==> config.mk <==
export PLATFORM = sky130hd
export DESIGN_NAME = memory_read_responder
export DESIGN_NICKNAME = d
export VERILOG_FILES = /design/src/rtl/memory_read_responder_pkg.sv /design/src/rtl/memory_read_responder_queue_pointer.sv /design/src/rtl/memory_read_responder.sv
export SDC_FILE = /design/constraint.sdc
export NUM_CORES = 1
export LEC_CHECK = 0
export CELL_PAD_IN_SITES_DETAIL_PLACEMENT = 1
export CELL_PAD_IN_SITES_GLOBAL_PLACEMENT = 2
export CORE_ASPECT_RATIO = 1.2
export CORE_UTILIZATION = 35
export DETAILED_ROUTE_END_ITERATION = 16
export HOLD_SLACK_MARGIN = 0.02
export PLACE_DENSITY_LB_ADDON = 0.15
export SETUP_SLACK_MARGIN = 0.05
export SYNTH_ARGS = -nofsm -noshare
export SYNTH_HDL_FRONTEND = slang
export SYNTH_HIERARCHICAL = 1
export SYNTH_SLANG_ARGS = --single-unit
==> constraint.sdc <==
create_clock -name i_clk -period 4.9 [get_ports i_clk]
set_clock_uncertainty 0.1 [all_clocks]
set_input_delay 0.49 -clock i_clk [delete_from_list [all_inputs] [get_ports i_clk]]
set_output_delay 0.49 -clock i_clk [all_outputs]
set_load 0.01 [all_outputs]
==> src/rtl/memory_read_responder_pkg.sv <==
// Shared types and constants for the AXI4 read-channel memory responder:
// bus widths, request-queue entry layout, FSM states and response codes.
package memory_read_responder_pkg;

    localparam int MEMORY_AXI4_READ_ID_WIDTH = 2;
    localparam int MEMORY_AXI4_READ_ID_NUM   = 1 << MEMORY_AXI4_READ_ID_WIDTH;
    localparam int MEMORY_AXI4_ADDR_BIT_SIZE = 32;
    localparam int MEMORY_AXI4_DATA_BIT_NUM  = 32;
    localparam int MEMORY_AXI4_LEN_WIDTH     = 8;
    localparam int MEMORY_AXI4_BEAT_BYTES    = MEMORY_AXI4_DATA_BIT_NUM / 8;
    localparam int MEMORY_AXI4_BEAT_SHIFT    = $clog2(MEMORY_AXI4_BEAT_BYTES);

    localparam logic [1:0] AXI_RESP_OKAY   = 2'b00;
    localparam logic [1:0] AXI_RESP_SLVERR = 2'b10;

    typedef struct packed {
        logic [MEMORY_AXI4_READ_ID_WIDTH-1:0] id;
        logic [MEMORY_AXI4_ADDR_BIT_SIZE-1:0] addr;
        logic [MEMORY_AXI4_LEN_WIDTH-1:0]     len;
    } MemoryReadRespEntry;

    typedef enum logic [1:0] {
        STATE_IDLE = 2'd0,
        STATE_READ = 2'd1,
        STATE_SEND = 2'd2
    } MemoryReadResponderState;

    // INCR bursts only; the sum wraps naturally at the address width.
    function automatic logic [MEMORY_AXI4_ADDR_BIT_SIZE-1:0] nextBeatAddr(
        input logic [MEMORY_AXI4_ADDR_BIT_SIZE-1:0] addr
    );
        return addr + MEMORY_AXI4_ADDR_BIT_SIZE'(MEMORY_AXI4_BEAT_BYTES);
    endfunction

endpackage

==> src/rtl/memory_read_responder_queue_pointer.sv <==
// Head/tail/occupancy bookkeeping for a circular queue of SIZE entries.
// Pushes into a full queue and pops from an empty one are ignored.
module QueuePointer #(
    parameter  int SIZE  = 4,
    localparam int PTR_W = (SIZE > 1) ? $clog2(SIZE) : 1
) (
    input  logic             i_clk,
    input  logic             i_rst,
    input  logic             i_push,
    input  logic             i_pop,
    output logic [PTR_W-1:0] o_head,
    output logic [PTR_W-1:0] o_tail,
    output logic             o_full,
    output logic             o_empty
);

    localparam int               CNT_W    = $clog2(SIZE + 1);
    localparam logic [PTR_W-1:0] LAST_PTR = PTR_W'(SIZE - 1);
    localparam logic [CNT_W-1:0] FULL_CNT = CNT_W'(SIZE);

    logic [PTR_W-1:0] r_head;
    logic [PTR_W-1:0] r_tail;
    logic [CNT_W-1:0] r_count;
    logic             w_doPush;
    logic             w_doPop;

    assign w_doPush = i_push && (r_count != FULL_CNT);
    assign w_doPop  = i_pop && (r_count != '0);

    always_ff @(posedge i_clk) begin
        if (!i_rst) begin
            r_head  <= '0;
            r_tail  <= '0;
            r_count <= '0;
        end else begin
            if (w_doPush) begin
                r_tail <= (r_tail == LAST_PTR) ? '0 : r_tail + 1'b1;
            end
            if (w_doPop) begin
                r_head <= (r_head == LAST_PTR) ? '0 : r_head + 1'b1;
            end
            case ({w_doPush, w_doPop})
                2'b10:   r_count <= r_count + 1'b1;
                2'b01:   r_count <= r_count - 1'b1;
                default: r_count <= r_count;
            endcase
        end
    end

    assign o_head  = r_head;
    assign o_tail  = r_tail;
    assign o_full  = (r_count == FULL_CNT);
    assign o_empty = (r_count == '0);

endmodule

==> src/rtl/memory_read_responder.sv <==
// AXI4 read-channel responder: queues AR requests in order and returns INCR bursts from a sync memory.
// Optional MEMORY_READ_RESPONDER_RANGE_CHECK_EN: beats beyond the memory return SLVERR with zero data.
module memory_read_responder
    import memory_read_responder_pkg::*;
#(
    parameter int MEM_INDEX_WIDTH = 16
) (
    input  logic                                  i_clk,
    input  logic                                  i_rst,
    input  logic                                  i_arvalid,
    output logic                                  o_arready,
    input  logic [MEMORY_AXI4_READ_ID_WIDTH-1:0]  i_arid,
    input  logic [MEMORY_AXI4_ADDR_BIT_SIZE-1:0]  i_araddr,
    input  logic [MEMORY_AXI4_LEN_WIDTH-1:0]      i_arlen,
    output logic                                  o_rvalid,
    input  logic                                  i_rready,
    output logic [MEMORY_AXI4_READ_ID_WIDTH-1:0]  o_rid,
    output logic [MEMORY_AXI4_DATA_BIT_NUM-1:0]   o_rdata,
    output logic [1:0]                            o_rresp,
    output logic                                  o_rlast,
    output logic                                  o_memRe,
    output logic [MEM_INDEX_WIDTH-1:0]            o_memIndex,
    input  logic [MEMORY_AXI4_DATA_BIT_NUM-1:0]   i_memRData
);

    localparam int QUEUE_PTR_W = (MEMORY_AXI4_READ_ID_NUM > 1) ? $clog2(MEMORY_AXI4_READ_ID_NUM) : 1;

    MemoryReadResponderState r_state;
    MemoryReadResponderState w_nextState;
    MemoryReadRespEntry      r_queue [MEMORY_AXI4_READ_ID_NUM];

    logic [QUEUE_PTR_W-1:0]               w_head;
    logic [QUEUE_PTR_W-1:0]               w_tail;
    logic                                 w_full;
    logic                                 w_empty;
    logic                                 w_push;
    logic                                 w_pop;
    logic                                 w_memRe;
    logic                                 w_lastBeat;
    logic                                 w_beatError;

    logic [MEMORY_AXI4_READ_ID_WIDTH-1:0] r_id;
    logic [MEMORY_AXI4_ADDR_BIT_SIZE-1:0] r_addr;
    logic [MEMORY_AXI4_LEN_WIDTH-1:0]     r_beatCount;
    logic [MEMORY_AXI4_DATA_BIT_NUM-1:0]  r_rdata;
    logic [1:0]                           r_rresp;
    logic                                 r_fresh;

    assign o_arready  = !w_full;
    assign w_push     = i_arvalid && !w_full;
    assign w_lastBeat = (r_beatCount == '0);

`ifdef MEMORY_READ_RESPONDER_RANGE_CHECK_EN
    assign w_beatError = (r_addr >> (MEMORY_AXI4_BEAT_SHIFT + MEM_INDEX_WIDTH)) != '0;
`else
    assign w_beatError = 1'b0;
`endif

    QueuePointer #(
        .SIZE (MEMORY_AXI4_READ_ID_NUM)
    ) u_queuePointer (
        .i_clk   (i_clk),
        .i_rst   (i_rst),
        .i_push  (w_push),
        .i_pop   (w_pop),
        .o_head  (w_head),
        .o_tail  (w_tail),
        .o_full  (w_full),
        .o_empty (w_empty)
    );

    always_ff @(posedge i_clk) begin
        if (w_push) begin
            r_queue[w_tail].id   <= i_arid;
            r_queue[w_tail].addr <= i_araddr;
            r_queue[w_tail].len  <= i_arlen;
        end
    end

    always_ff @(posedge i_clk) begin
        if (!i_rst) begin
            r_state <= STATE_IDLE;
        end else begin
            r_state <= w_nextState;
        end
    end

    always_comb begin
        w_nextState = r_state;
        w_pop       = 1'b0;
        w_memRe     = 1'b0;
        case (r_state)
            STATE_IDLE: begin
                if (!w_empty) begin
                    w_pop       = 1'b1;
                    w_nextState = STATE_READ;
                end
            end
            STATE_READ: begin
                w_memRe     = !w_beatError;
                w_nextState = STATE_SEND;
            end
            STATE_SEND: begin
                if (i_rready) begin
                    w_nextState = w_lastBeat ? STATE_IDLE : STATE_READ;
                end
            end
            default: w_nextState = STATE_IDLE;
        endcase
    end

    // Memory data is only valid in the first SEND cycle, so it is passed through
    // then (r_fresh) and latched so the beat stays stable through a stall.
    always_ff @(posedge i_clk) begin
        if (!i_rst) begin
            r_id        <= '0;
            r_addr      <= '0;
            r_beatCount <= '0;
            r_rdata     <= '0;
            r_rresp     <= AXI_RESP_OKAY;
            r_fresh     <= 1'b0;
        end else begin
            case (r_state)
                STATE_IDLE: begin
                    if (w_pop) begin
                        r_id        <= r_queue[w_head].id;
                        r_addr      <= r_queue[w_head].addr;
                        r_beatCount <= r_queue[w_head].len;
                    end
                end
                STATE_READ: begin
                    r_rresp <= w_beatError ? AXI_RESP_SLVERR : AXI_RESP_OKAY;
                    r_fresh <= !w_beatError;
                    if (w_beatError) begin
                        r_rdata <= '0;
                    end
                end
                STATE_SEND: begin
                    if (r_fresh) begin
                        r_rdata <= i_memRData;
                        r_fresh <= 1'b0;
                    end
                    if (i_rready && !w_lastBeat) begin
                        r_addr      <= nextBeatAddr(r_addr);
                        r_beatCount <= r_beatCount - 1'b1;
                    end
                end
                default: begin
                    r_fresh <= 1'b0;
                end
            endcase
        end
    end

    assign o_rvalid   = (r_state == STATE_SEND);
    assign o_rlast    = o_rvalid && w_lastBeat;
    assign o_rid      = r_id;
    assign o_rresp    = r_rresp;
    assign o_rdata    = r_fresh ? i_memRData : r_rdata;
    assign o_memRe    = w_memRe;
    assign o_memIndex = MEM_INDEX_WIDTH'(r_addr >> MEMORY_AXI4_BEAT_SHIFT);

endmodule

* Yosys cells after proc, flatten, opt, wreduce, memory -nomap -nowiden
Memory sizes are Yosys's and may differ from the RTL's. A register that Yosys moved wholly into a read port is not among the register bits. Cells that the tools add are included.
Word-level totals: memory bits (writable) 168, bits of input ports 78, output and inout bits 56, memories kept 1, logic and storage cells 66, register bits after elaboration 84
Operators by class: multiplexer cells 22, eq/ne operators 12, reductions and logical operators 16, $add $sub $neg 6
Memories:
- r_queue | words 4, bits a word 42, rd ports 1, clocked after memory_dff 1, write ports 1, RTL line memory_read_responder.sv:30 | MemoryReadRespEntry r_queue [MEMORY_AXI4_READ_ID_NUM];
Operators by type and width (count):
- $mux W32 | 3
- $pmux W32 S2 | 1
- $add A32 B3 Y32 const B | 1
- $mux W8 | 2
- $pmux W8 S2 | 1
- $mux W2 | 6
- $eq A2 B2 Y1 const B | 4
- $logic_not A8 Y1 | 1
- $sub A8 B1 Y8 const B | 1
- $mux W1 | 6
- $ne A2 B1 Y1 const B | 3
- $pmux W2 S3 | 1
- $pmux W3 S2 | 1
- $logic_and A1 B1 Y1 | 5
- $add A2 B1 Y2 const B | 2
- $eq A2 B1 Y1 const B | 2
- $reduce_and A2 Y1 | 2
- $reduce_bool A2 Y1 | 2
- $add A3 B1 Y3 const B | 1
- $eq A3 B3 Y1 const B | 1
- $logic_not A3 Y1 | 1
- $ne A3 B3 Y1 const B | 1
- $reduce_and A3 Y1 | 1
- $reduce_bool A3 Y1 | 1
- 5 further kinds | 6

* Depth between registers and ports, before layout
Gate-level depths: netlist of run 1.
depth in word-level cells 6, mapped depth 13, gate-level depth less buffers 11

* By module
The synthesis of run 1 kept the hierarchy.
By module, submodules not included:
- memory_read_responder | area an instance 7099.3 um^2, instances 1, cells an instance 562, seq. area each 4344.2 um^2
- QueuePointer | area an instance 384.1 um^2, instances 1, cells an instance 45, seq. area each 140.1 um^2

* Least setup slack after synthesis of run 1
No wires, ideal clock.
path kind register to register, start point register u_queuePointer.r_count[2], end point memory r_queue[0][0] in the netlist's numbering (enable), cell stages (with the launch flop) 5, library setup time 0.447 ns, required time 4.353 ns, path slack 1.495 ns, period minus slack after synthesis 3.405 ns, buffers on the path 0, arrival 2.858 ns, cell sequence dfxtp_1 -> or3b_4 -> inv_1 -> nor2b_1 -> nor3b_1
On the way: word-level cells in the longest chain between the ends 5
Ends and longest elaborated chain:
- start, declared | RTL line memory_read_responder_queue_pointer.sv:23 | logic [CNT_W-1:0] r_count;
- start signal, assigned | RTL line memory_read_responder_queue_pointer.sv:43 | 2'b10: r_count <= r_count + 1'b1;
- start signal, assigned | RTL line memory_read_responder_queue_pointer.sv:44 | 2'b01: r_count <= r_count - 1'b1;
- start signal, assigned | RTL line memory_read_responder_queue_pointer.sv:45 | default: r_count <= r_count;
- $eq A3 B3 Y1 | RTL line memory_read_responder_queue_pointer.sv:52 | assign o_full = (r_count == FULL_CNT);
- named net w_full | RTL line memory_read_responder.sv:34 | logic w_full;
- $logic_not A1 Y1 | RTL line memory_read_responder.sv:50 | assign w_push = i_arvalid && !w_full;
- $logic_and A1 B1 Y1 | RTL line memory_read_responder.sv:50
- named net w_push | RTL line memory_read_responder.sv:36 | logic w_push;
- $mux W1 | RTL line memory_read_responder.sv:73 | if (w_push) begin
- $mux W1 (implied by the code) | RTL line memory_read_responder.sv:76 | r_queue[w_tail].len <= i_arlen;
- end, declared | RTL line memory_read_responder.sv:30
The timed path passes the listed nets, and every way through them passes these cells.

* Worst setup path after layout of run 1
start point register u_queuePointer.r_count[0], end point register u_queuePointer.r_count[2]
On the way: word-level cells in the longest chain between the ends 6
Ends and longest elaborated chain:
- $logic_not A3 Y1 * | RTL line memory_read_responder_queue_pointer.sv:53 | assign o_empty = (r_count == '0);
- named net w_empty | RTL line memory_read_responder.sv:35 | logic w_empty;
- $mux W1 * | RTL line memory_read_responder.sv:94 | if (!w_empty) begin
- $mux W1 * | RTL line memory_read_responder.sv:92 | case (r_state)
- $logic_and A1 B1 Y1 * | RTL line memory_read_responder_queue_pointer.sv:28 | assign w_doPop = i_pop && (r_count != '0);
- named net u_queuePointer.w_doPop | RTL line memory_read_responder_queue_pointer.sv:25 | logic w_doPop;
- $eq A2 B1 Y1 or $eq A2 B2 Y1 (tied branches) | RTL line memory_read_responder_queue_pointer.sv:42 | case ({w_doPush, w_doPop})
- $pmux W3 S2 or $reduce_bool A2 Y1 (tied branches)
Mark *: on every way through the listed nets, which the timed path passes. The rest lies on a longest branch. A chain may end at the register's enable or synchronous reset.

==> reports/results.tsv, run 1 <==
stage	metric	value	unit
place	dp_cells	957	
run_status	status	finished, final reports clean	
global_routing	grt_max_degree	86	
timing	setup_tns	0	ns
global_routing	grt_pass1_vias	5639	
place	placed_area	8872	um2
power_and_ir_drop	peakVddDrop	0.3064	mV
global_routing	grt_pass1_wl	30170	um
global_routing	grt.overflow.total	0	
worst_setup_path	worstPathArrival	3.58	ns
yosys	syn_inst	607	
worst_setup_path	max_stage_delay	0.43	ns
floorplan	pin_count	134	
worst_setup_path	cp-start-kind	flop	
worst_setup_path	path_max_fanout	28	
finish	final_area	9468	um2
route	wire_per_inst	19.16	um
route	routed_wl	18950	um
yosys	ys_types	64	
worst_setup_path	critical_path.cell_chain	nor3_1 -> or3_1 -> buf_4 -> inv_1 -> o31ai_1 -> inv_1 -> ha_1 -> inv_1 -> fa_1 -> xor2_1 -> or3_2 -> a21boi_0	
finish	num_antenna_cells	0	
worst_setup_path	crit_slowest_cell	dfxtp_1	
finish	final_cell_mix	clkdlybuf4s50_1, edfxtp_1, nor2_1	
worst_setup_path	setup.worst_path.end_class	flop	
yosys	ys_ff_latch	172	
worst_setup_path	crit_family	simple AND/OR/NAND/NOR gates	
timing	finalHoldViolCount	0	
timing	rsz0062_at_grt	false	
route	drt-pass1-iter-count	4	
timing	slew_headroom	29.51	%
clock_tree	clock_latency	0.43	ns
yosys	avgSynthCellArea	12.33	um2
clock_tree	clk_path_buf_depth	2	
clock_tree	cts_hold_buffers	0	
finish	stdcell_count	989	
yosys	synth_edf_count	104	
yosys	ys.flop_type	edfxtp_1	
finish	final_common_cell	clkdlybuf4s50_1	
route	avgViaCountPerCell	5.261	
clock_tree	cts_resized	0	
yosys	ys.warnings.count	6	
clock_tree	cts_setup_buffers	0	
route	drc_errors	0	
yosys	async_flop_share	0	%
hold_path	hold_path_class	reg2reg	
worst_setup_path	crit_type	reg2reg	
floorplan	coreArea	20970	um2
finish	final_layout_size_suffix_gt1_share	16.13	%
route	drt_iter0_drc	263	
worst_setup_path	worst-path-buf-inv	4	
timing	period_share	67.83	%
global_routing	track_usage	18.22	%
worst_setup_path	crit_path_frequent_cell	inv_1	
worst_setup_path	cp_data_required_time	5.15	ns
route	vias	5203	
timing	tightest_slew	1.057	ns
finish	area_growth_syn_to_layout	26.52	%
power_and_ir_drop	total_power	0.005455	W
floorplan	die_w	135.5	um
floorplan	rows	58	
timing	setup_viol	0	
place	port_buffers	115	
finish	fin_nets	791	
timing	drv_slew	0	
flow_run	cap_violations	0	
timing	max_freq	300.9	MHz
clock_tree	clkTransAtPathRegs	0.07	ns
clock_tree	cts_buffers	17	
clock_tree	root_buffer	clkbuf_16	
global_routing	antenna_found_initial	0	
yosys	synth.cell_area	7483	um2
floorplan	start_util	35.68	%
clock_tree	cts_sinks	172	
route	ant_nets	0	
place	place.detailed.hpwl	12130	um
clock_tree	cts_tree	yes	
clock_tree	htreeDepth	4	
yosys	ys_seq_area_share	59.92	%
power_and_ir_drop	p_leak	3.278	nW
timing	period_minus_slack	3.324	ns
place	gp_congestion	0.7727	
power_and_ir_drop	power.density	576.2	nW/um2
floorplan	die_area	21970	um2
floorplan	die_h	162.2	um
[where the power goes]
| group | internal (W) | switching (W) | leakage (nW) |
|---|---|---|---|
| clock | 0.000688 | 0.000653 | 0.288 |
| sequential | 0.00182 | 0.000287 | 1.51 |
| combinational | 0.00101 | 0.000995 | 1.48 |
[final timing paths]
path / startpoint / to / slack (ns) / depth (start not counted)
max: u_queuePointer/r_count[0] / u_queuePointer/r_count[2] / 1.58 / 12
min: o_rid[1] / o_rid[1] / 0.36 / 2
max reg2reg: u_queuePointer/r_count[0] / u_queuePointer/r_count[2] / 1.58 / 12
min reg2reg: o_rid[1] / o_rid[1] / 0.36 / 2
[per-layer routing]
layer / vias up / part of all wire, % / routed length (um) / GRT usage (%)
met5: - / 0 / 0 / 0
met1: 2584 / 43 / 8148 / 21.49
met2: 123 / 51 / 9661 / 32.14
li1: 2474 / - / - / -
met4: 0 / 1.7 / 331 / 6.844
met3: 22 / 4.2 / 803 / 3.964
[sequential cells by signal (all words and copies together) (netlist names)]
signal                  cells
o_rid                       2
r_addr                     16
r_beatCount                 8
r_fresh                     1
r_queue                   104
r_rdata                    32
r_state                     2
u_queuePointer/o_head       2
u_queuePointer/o_tail       2
u_queuePointer/r_count      3
[cell usage after synthesis, types with 2 or more instances]
cell type | instances | share of area (%)
mux4_2 | 26 | 7.8
nand2_1 | 37 | 1.9
nor3_1 | 40 | 2.7
nand3_1 | 8 | 0.54
nor2_1 | 87 | 4.4
buf_1 | 5 | 0.25
o31a_2 | 2 | 0.27
dfxtp_1 | 68 | 18
a22oi_1 | 7 | 0.70
a21oi_1 | 23 | 1.5
and2_1 | 9 | 0.75
nor2b_1 | 2 | 0.17
a31oi_1 | 5 | 0.42
a32o_1 | 2 | 0.27
inv_1 | 14 | 0.70
o21ai_1 | 2 | 0.13
nand4_1 | 9 | 0.75
o32ai_1 | 10 | 1.2
o211ai_1 | 2 | 0.20
o31ai_1 | 2 | 0.20
edfxtp_1 | 104 | 42
o31a_1 | 5 | 0.59
ha_1 | 6 | 1.0
a211oi_1 | 2 | 0.20
o21a_1 | 2 | 0.20
buf_4 | 3 | 0.30
mux2_2 | 32 | 4.8
nor3b_1 | 2 | 0.20
clkbuf_1 | 29 | 1.5
a22o_1 | 2 | 0.23
and3_1 | 7 | 0.59
o22ai_1 | 4 | 0.33
and4_1 | 4 | 0.47
a2bb2oi_1 | 2 | 0.23
nor4_1 | 3 | 0.25
buf_2 | 9 | 0.60
o21ai_0 | 4 | 0.27
[area by class of cell]
type / instances / area [um2]
repair buffers: 125 / 1226
fillers: 2153 / 11500
inverters: 14 / 52.55
clock buffers: 17 / 425.4
multi-input cells: 376 / 2770
well taps: 270 / 337.8
clock inverters: 15 / 170.2
flip-flops and latches: 172 / 4486
[per-stage QoR]
step | setup WS (ns) | utilization [%] | hold slack [ns]
6_report | 1.576 | 45.14 | 0.3623
5_1_grt | 1.357 | 45.14 | 0.3942
4_1_cts | 1.548 | 45.14 | 0.3695
3_5_place_dp | 1.552 | 42.30 | 0.3601
3_3_place_gp | 1.747 | 42.30 | 0.3512
2_1_floorplan | 1.495 | - | 0.3463
[tightest hold or removal path: cells and delay by family, from the launching register on]
family,cells,cell delay [ns]
DFF,1,0.31
and+or+nand+nor,1,0.05
AOI/OAI and AO/OA,1,0.05
[cell families after synthesis]
kind of cell | count (synthesis) | share of synthesized area, %
xor+xnor | 2 | 0.2341
simple gates | 219 | 13.93
buf+inv | 60 | 3.310
mux | 59 | 12.77
compound gates | 87 | 8.510
fa+ha+maj | 7 | 1.271
other cells | 1 | 0.05011
flops | 172 | 59.92
(Power assumes the default switching activity.)
==> inputs of run 2 (changes only) <==
clock period = 3.2 ns   (was 4.9 ns; I/O delays follow)
==> reports/results.tsv, run 2 (synthesized netlist as in run 1, its figures left out) <==
stage	metric	value	unit	change
run_status	status	finished, final reports clean		unchanged
floorplan	start_util	35.68	%	unchanged
timing	rsz0062_at_grt	false		unchanged
floorplan	die_area	21970	um2	unchanged
timing	period_share	86.52	%	
global_routing	grt_max_degree	85		was 86
clock_tree	cts_sinks	172		unchanged
route	drt_iter0_drc	194		was 263
timing	tightest_slew	0.9267	ns	was 1.057 ns
floorplan	pin_count	134		unchanged
worst_setup_path	path_max_fanout	5		was 28
finish	largest-register	r_queue		unchanged
global_routing	antenna_found_initial	0		unchanged
power_and_ir_drop	p_leak	3.340	nW	was 3.278 nW
global_routing	grt_pass1_wl	30480	um	was 30170 um
finish	num_antenna_cells	0		unchanged
flow_run	cap_violations	0		unchanged
route	drt-pass1-iter-count	5		was 4
place	place.detailed.hpwl	13040	um	was 12130 um
finish	fin_nets	800		was 791
floorplan	die_h	162.2	um	unchanged
place	port_buffers	115		unchanged
global_routing	grt_pass1_vias	5778		was 5639
worst_setup_path	setup.worst_path.end_class	output pin		was flop
worst_setup_path	cp_data_required_time	2.78	ns	was 5.15 ns
route	wire_per_inst	19.41	um	was 19.16 um
place	gp_congestion	0.7437		was 0.7727
route	avgViaCountPerCell	5.301		was 5.261
power_and_ir_drop	peakVddDrop	0.3948	mV	was 0.3064 mV
timing	period_minus_slack	2.769	ns	
timing	setup_tns	0	ns	unchanged
place	pre_cts_ws	0.4221	ns	was 1.552 ns
floorplan	die_w	135.5	um	unchanged
route	ant_nets	0		unchanged
clock_tree	cts_buffers	17		unchanged
timing	drv_slew	0		unchanged
clock_tree	htreeDepth	4		unchanged
finish	reg.largest.list	r_queue: 104 flops, r_rdata: 32 flops, r_addr: 16 flops		unchanged
finish	final_layout_size_suffix_gt1_share	17.17	%	was 16.13%
clock_tree	cts_tree	yes		unchanged
hold_path	hold_path_class	reg2reg		unchanged
finish	largest_reg_flops	104		unchanged
clock_tree	cts_setup_buffers	0		unchanged
floorplan	rows	58		unchanged
finish	area_growth_syn_to_layout	28.16	%	was 26.52%
clock_tree	cts_hold_buffers	0		unchanged
power_and_ir_drop	power.density	883.7	nW/um2	was 576.2 nW/um2
floorplan	coreArea	20970	um2	unchanged
global_routing	track_usage	18.52	%	was 18.22%
clock_tree	cts_resized	0		unchanged
worst_setup_path	crit_type	reg2out		was reg2reg
timing	setup_viol	0		unchanged
timing	max_freq	361.2	MHz	
route	vias	5290		was 5203
route	routed_wl	19370	um	was 18950 um
timing	slew_headroom	38.22	%	was 29.51%
clock_tree	clkTransAtPathRegs	0.07	ns	about the same
global_routing	grt.overflow.total	0		unchanged
worst_setup_path	worstPathArrival	2.35	ns	was 3.58 ns
route	drc_errors	0		unchanged
finish	final_cell_mix	clkdlybuf4s50_1, edfxtp_1, nor2_1		unchanged
clock_tree	clock_latency	0.43	ns	about the same
finish	final_common_cell	clkdlybuf4s50_1		unchanged
worst_setup_path	cp-start-kind	flop		unchanged
clock_tree	clk_path_buf_depth	2		unchanged
timing	setup_slack	0.4313	ns	was 1.576 ns
clock_tree	root_buffer	clkbuf_16		unchanged
timing	finalHoldViolCount	0		unchanged
finish	n_fill_cell	2180		was 2153
==> run 2: changes by cell type in the layout (fill, tap and decap cells not counted), sizes merged <==
cell | before | now
buf | 10 | 19
clkinvlp | 1 | 0
inv | 22 | 21
clkinv | 6 | 8
==> run 2: cell type report <==
type                            instances  area (um2)  share of cell area (%)
Multi-Input combinational cell        376        2771                   28.90
Clock inverter                         15       173.9                   1.813
Timing Repair Buffer                  134        1344                   14.01
Clock buffer                           17       425.4                   4.436
Inverter                               14       52.55                  0.5479
Sequential cell                       172        4486                   46.77
Tap cell                              270       337.8                   3.523
==> run 2: routing by layer <==
layer / GRT usage, % / routed length (um)
met4: 6.691 / 345
met5: 0 / 0
met2: 32.73 / 9980
met3: 4.276 / 958
met1: 21.73 / 8083
==> run 2: stage by stage <==
step	util [%]	total power, W	hold WS, ns	cells	cell area (um2)
after floorplan	-	0.005136	0.3189	608	7492
after global placement	42.87	0.006410	0.3518	966	8991
after detailed placement	42.87	0.006518	0.3601	966	8991
after CTS	45.73	0.008604	0.3710	998	9590
after global routing	45.73	0.008971	0.3946	998	9590
final	45.73	0.008475	0.3637	998	9590
==> run 2: power breakdown <==
part | internal [W] | switching (W) | total (W)
Clock | 0.00105 | 0.000996 | 0.00205
Combinational | 0.00162 | 0.00159 | 0.00321
Sequential | 0.00279 | 0.000428 | 0.00322
==> run 2: worst paths after layout <==
| check | start | to | slack [ns] | depth (start not counted) |
|---|---|---|---|---|
| setup / recovery | r_beatCount[0] | o_rlast | 0.43 | 5 |
| hold / removal | o_rid[1] | o_rid[1] | 0.36 | 2 |
| setup reg to reg | u_queuePointer/r_count[2] | u_queuePointer/r_count[2] | 0.43 | 11 |
| hold reg to reg | o_rid[1] | o_rid[1] | 0.36 | 2 |
==> run 2: worst max-delay path: stages, from the launching register on <==
cell	delay, ns
dfxtp_1	0.35
inv_1	0.12
ha_1	0.16
or3b_2	0.52
nor3_1	0.16
clkdlybuf4s50_1	0.61
